## src/rtl/sdram_port_arbiter.sv

```systemverilog
// N-channel round-robin front end sharing one sdram_mac register interface.
// Optional idle-ownership timeout enabled by defining SDRAM_ARB_TIMEOUT_EN.
module sdram_port_arbiter #(
  parameter int N_CH    = 4,
  parameter int AW      = 8,
  parameter int DW      = 32,
  parameter int TIMEOUT = 1024
) (
  input  logic                      CLK,
  input  logic                      RESET,
  input  logic [N_CH-1:0]           C_REQ,
  output logic [N_CH-1:0]           C_GNT,
  input  logic [N_CH-1:0]           C_WE,
  input  logic [N_CH-1:0]           C_WE_LEN,
  input  logic [N_CH-1:0]           C_WE_A,
  input  logic [N_CH*AW-1:0]        C_ADDR,
  input  logic [N_CH*DW-1:0]        C_WD,
  output logic [DW-1:0]             C_RD,
  output logic [N_CH-1:0]           C_BUSY,
  output logic [AW-1:0]             M_ADDR,
  output logic [DW-1:0]             M_WD,
  output logic                      M_WE,
  output logic                      M_WE_LEN,
  output logic                      M_WE_A,
  input  logic [DW-1:0]             M_RD,
  input  logic                      M_BUSY,
  output logic [$clog2(N_CH)-1:0]   OWNER,
  output logic [N_CH-1:0]           ERR_TO
);

  localparam int OW = $clog2(N_CH);

  if (N_CH < 2 || N_CH > 8 || TIMEOUT < 1) begin : g_param_check
    $error("sdram_port_arbiter: N_CH must be 2..8 and TIMEOUT >= 1");
  end

  typedef enum logic [1:0] {S_IDLE, S_OWN, S_WAIT, S_RELEASE} state_t;

  state_t          state;
  logic [N_CH-1:0] gnt;
  logic [OW-1:0]   owner;
  logic            wait_first;

  logic [OW-1:0]   sel;
  logic [OW-1:0]   cand;
  logic            sel_vld;

  logic            own_req, own_we, own_we_len, own_we_a;
  logic            fwd, any_fwd, holds_mac, to_fire;

  // Scan downward so the nearest requester after the last owner wins.
  always_comb begin
    sel     = '0;
    sel_vld = 1'b0;
    cand    = '0;
    for (int k = N_CH; k >= 1; k--) begin
      cand = OW'((int'(owner) + k) % N_CH);
      if (C_REQ[cand]) begin
        sel     = cand;
        sel_vld = 1'b1;
      end
    end
  end

  assign own_req    = C_REQ[owner];
  assign own_we     = C_WE[owner];
  assign own_we_len = C_WE_LEN[owner];
  assign own_we_a   = C_WE_A[owner];

  // Strobes pass straight through only while owning and the MAC is free.
  assign fwd       = (state == S_OWN) && !M_BUSY && !RESET;
  assign any_fwd   = fwd && (own_we || own_we_len || own_we_a);
  assign holds_mac = (state == S_OWN) || (state == S_WAIT);

  assign M_WE     = fwd && own_we;
  assign M_WE_LEN = fwd && own_we_len;
  assign M_WE_A   = fwd && own_we_a;
  assign M_ADDR   = holds_mac ? C_ADDR[int'(owner)*AW +: AW] : '0;
  assign M_WD     = holds_mac ? C_WD[int'(owner)*DW +: DW] : '0;

  assign C_RD   = M_RD;
  assign C_GNT  = gnt;
  assign OWNER  = owner;
  assign C_BUSY = ~gnt | {N_CH{(state == S_WAIT) || M_BUSY}};

`ifdef SDRAM_ARB_TIMEOUT_EN
  localparam int CW = $clog2(TIMEOUT + 1);

  logic [CW-1:0]   idle_cnt;
  logic [N_CH-1:0] err_to;

  assign to_fire = (state == S_OWN) && own_req && !any_fwd &&
                   (idle_cnt == CW'(TIMEOUT - 1));
  assign ERR_TO  = err_to;

  // Counter sits at zero outside OWN, so every entry to OWN starts fresh.
  always_ff @(posedge CLK) begin
    if (RESET) begin
      idle_cnt <= '0;
      err_to   <= '0;
    end else begin
      if (state != S_OWN || any_fwd)
        idle_cnt <= '0;
      else
        idle_cnt <= idle_cnt + 1'b1;
      if (to_fire)
        err_to[owner] <= 1'b1;
    end
  end
`else
  assign to_fire = 1'b0;
  assign ERR_TO  = '0;
`endif

  always_ff @(posedge CLK) begin
    if (RESET) begin
      state      <= S_IDLE;
      gnt        <= '0;
      owner      <= OW'(N_CH - 1);
      wait_first <= 1'b0;
    end else begin
      case (state)
        S_IDLE: begin
          if (sel_vld) begin
            gnt        <= '0;
            gnt[sel]   <= 1'b1;
            owner      <= sel;
            state      <= S_OWN;
          end
        end
        S_OWN: begin
          if (fwd && own_we_a) begin
            state      <= S_WAIT;
            wait_first <= 1'b1;
          end else if (!own_req || to_fire) begin
            state <= S_RELEASE;
            gnt   <= '0;
          end
        end
        S_WAIT: begin
          // M_BUSY only rises the cycle after the start strobe.
          wait_first <= 1'b0;
          if (!wait_first && !M_BUSY) begin
            if (own_req) begin
              state <= S_OWN;
            end else begin
              state <= S_RELEASE;
              gnt   <= '0;
            end
          end
        end
        S_RELEASE: begin
          state <= S_IDLE;
        end
        default: begin
          state <= S_IDLE;
          gnt   <= '0;
        end
      endcase
    end
  end

endmodule

```

## config.mk

```make
export PLATFORM = sky130hd
export DESIGN_NAME = sdram_port_arbiter
export DESIGN_NICKNAME = d
export VERILOG_FILES = /design/src/rtl/sdram_port_arbiter.sv
export SDC_FILE = /design/constraint.sdc
export NUM_CORES = 1
export LEC_CHECK = 0
export CAP_MARGIN = 20
export CELL_PAD_IN_SITES_DETAIL_PLACEMENT = 1
export CELL_PAD_IN_SITES_GLOBAL_PLACEMENT = 1
export CORE_AREA = 3 3 140 101
export DETAILED_ROUTE_END_ITERATION = 8
export DIE_AREA = 0 0 143 104
export GPL_TIMING_DRIVEN = 1
export HOLD_SLACK_MARGIN = 0.05
export PLACE_DENSITY_LB_ADDON = 0.1
export SYNTH_ARGS = -nofsm -noshare
export SYNTH_HDL_FRONTEND = slang
export SYNTH_SLANG_ARGS = --single-unit
```

## constraint.sdc

```tcl
create_clock -name CLK -period 3.4 [get_ports CLK]
set_clock_uncertainty 0.2 [all_clocks]
set_input_delay 0.51 -clock CLK [delete_from_list [all_inputs] [get_ports CLK]]
set_output_delay 0.51 -clock CLK [all_outputs]
set_load 0.05 [all_outputs]
```

==> impl_metrics.json <==
{
  "outcome": "finished clean",
  "dieWidth_um": 143,
  "portBuffers": 231,
  "clockPowerShare": 0.049,
  "synth.top_cell.area_share": 0.442,
  "drc_errors": 0,
  "startpoint": "C_WE_LEN[3]",
  "layout.cells.non_filler": 564,
  "slowest_stage": "clkdlybuf4s50_1",
  "gr-total-overflow": 0,
  "ant_nets": 0,
  "antenna_found_initial": 0,
  "yosys_register_bits": 9,
  "end_kind": "primary output",
  "r2r-end": "C_GNT[0]",
  "grtUsageTotal": 0.136,
  "avgSynthCellArea_um2": 10.6,
  "start_util": 0.168,
  "clockBufferDepth": 2,
  "peakVddDrop_mv": 0.301,
  "cp_data_arrival_time_ns": 2.28,
  "setup_viol": 0,
  "slew_headroom": 0.598,
  "ctsHoldBuffers": 0,
  "diodes": 0,
  "post_cts_resized": 0,
  "p_leak_uw": 0.00180,
  "dp.cells": 560,
  "ys.warnings.count": 0,
  "async_flop_share": 0,
  "tightest_slew_ns": 0.599,
  "drive_above_1_share": 0.249,
  "netlist-cell-type-count": 36,
  "ys_seq_area_frac": 0.0822,
  "swShare": 0.506,
  "place_congestion": 0.762,
  "grt_pass1_vias": 2773,
  "synth_edf_count": 0,
  "critPathTopFamily": "buffers and inverters",
  "path_cells": "clkdlybuf4s50_1, mux4_2, and3_1, clkdlybuf4s50_1",
  "power.density_nw_per_um2": 893,
  "vias": 2547,
  "clk_pin_slew_worst_paths_ns": 0.04,
  "cts_setup_buffers": 0,
  "clock_latency_ns": 0.24,
  "first_iter_violations": 101,
  "dp.final_hpwl_mm": 9.27,
  "core.rowCount": 35,
  "crit_required_ns": 2.69,
  "die_h_um": 104,
  "fin_area_um2": 4790,
  "area_delta_synth_final_pct": 119,
  "cap_viol_max_count": 0,
  "hold_depth": 2,
  "fmax_mhz": 335,
  "crit_cells": 4,
  "wirelength_mm": 10.8,
  "holdCritPathClass": "flop to flop",
  "grt_pass1_wl_mm": 15.9,
  "p_comb_frac": 0.895,
  "p_seq_frac": 0.056,
  "clockRootBuffer": "clkbuf_16",
  "p_int_uw": 2110,
  "finalSetupTns_ns": 0,
  "maxSlewViolCount": 0,
  "htreeDepth": 1,
  "critPathLaunchType": "primary input",
  "drt-pass1-iter-count": 4,
  "r2r-start": "OWNER[1]",
  "synth.cell_area_um2": 2190,
  "vias_per_cell": 4.52,
  "switching_power_uw": 2160,
  "crit_top_cell": "clkdlybuf4s50_1",
  "r2r_setup_slack_ns": 0.68,
  "synth_top_cell_by_area": "mux4_2",
  "synthTopCellsByArea": "mux4_2 44%, buf_4 12%, and2_1 12%",
  "netlist_instances": 207,
  "final_util": 0.368,
  "ios": 300,
  "core_area_um2": 13000,
  "clock_sinks": 9,
  "path_class": "primary input to primary output",
  "layout_min_cycle_time_ns": 2.99,
  "placed_area_um2": 4710,
  "hold_viol": 0,
  "nFillCells": 1450,
  "yosys_most_used_dff": "dfxtp_1",
  "cts_buffers": 3,
  "cts_tree": "built",
  "layout.nets": 614,
  "crit_end": "M_WE_LEN",
  "min_period_over_period": 0.879,
  "cp_num_buf_inv": 2,
  "wl_per_cell_um": 19.1,
  "whs_ns": 0.323,
  "worstPathMaxFanout": 1,
  "grt_max_degree": 42,
  "ff2ff_path_depth": 5,
  "dieArea_um2": 14900,
  "rsz0062_at_grt": "false",
  "cpPeakStageDelay_ns": 0.70
}
==> cell families (layout without fill, tap and decap cells) <==
| group | count (synthesis) | in the layout | synth area share |
|---|---|---|---|
| muxes | 45 | 45 | 0.461 |
| adders and majority gates | 4 | 4 | 0.0228 |
| and+or+nand+nor | 65 | 65 | 0.175 |
| other | 1 | 4 | 0.00171 |
| AOI/OAI and AO/OA | 27 | 27 | 0.0965 |
| buffers and inverters | 56 | 244 | 0.161 |
| DFF | 9 | 9 | 0.0822 |
==> power groups by stage <==
| stage | clock network, uW | registers, uW | logic (uW) |
|---|---|---|---|
| 2_1_floorplan | 0 | 268 | 2300 |
| 3_3_place_gp | 0 | 248 | 3860 |
| 3_5_place_dp | 0 | 248 | 3880 |
| 4_1_cts | 217 | 247 | 3890 |
| 5_1_grt | 223 | 255 | 4020 |
| 6_report | 210 | 239 | 3830 |
==> placed cells by master, fill, tap and decap left out, drive strengths merged, types with 4 or more instances in the layout <==
cell           count
buf               45
inv                5
ha                 4
nor2               4
and2              41
o311ai             5
mux4              44
clkdlybuf4s50    190
conb               4
nand2b             4
dfxtp              9
nand2              8
==> registers in the layout, summed over array words and instances (netlist names) <==
name and cells:
state 2, wait_first 1, OWNER 2, C_GNT 4
==> final cells by class <==
type,instances,area [um^2],share of cell area
flip-flops and latches,9,185,0.0387
clock buffers,3,75.1,0.0157
clock inverters,1,5.00,0.00105
multi-input cells,145,1670,0.349
well taps,166,208,0.0434
inverters,5,18.8,0.00392
repair buffers,235,2630,0.549
==> synth_stat cells, types with 4 or more instances <==
cell type  count
inv_1          5
buf_4         36
and2_1        41
mux4_2        43
nand2_1        8
dfxtp_1        9
clkbuf_1       8
nor2_1         4
o311ai_0       5
nand2b_1       4
ha_1           4
buf_1          6
==> per-stage QoR <==
stage / power (uW) / setup slack (ns)
6_report: 4280 / 0.412
5_1_grt: 4500 / 0.363
4_1_cts: 4350 / 0.391
3_5_place_dp: 4130 / 0.394
3_3_place_gp: 4110 / 0.428
2_1_floorplan: 2570 / 0.400
==> tightest hold or removal path, stage by stage, from the launching register on <==
cell     delay, ns
dfxtp_1       0.33
o21ai_0       0.08
a21oi_1       0.06
==> worst min path at each step <==
stage / to / slack (ns) / startpoint
2_1_floorplan: state[0] / 0.28 / state[0]
6_report: state[0] / 0.32 / state[0]
5_1_grt: C_GNT[1] / 0.37 / C_GNT[1]
3_5_place_dp: state[0] / 0.32 / state[0]
3_3_place_gp: C_GNT[0] / 0.31 / C_GNT[0]
4_1_cts: state[0] / 0.33 / state[0]
==> per-layer routing <==
layer | vias up | part of all wire | routed length (um) | GRT usage
li1 | 1145 | - | - | -
met1 | 1231 | 0.39 | 4250 | 0.163
met2 | 155 | 0.50 | 5350 | 0.239
met3 | 16 | 0.10 | 1130 | 0.0469
met4 | 0 | 0.0067 | 72 | 0.0197
met5 | - | 0 | 0 | 0
(Power assumes the default switching activity.)
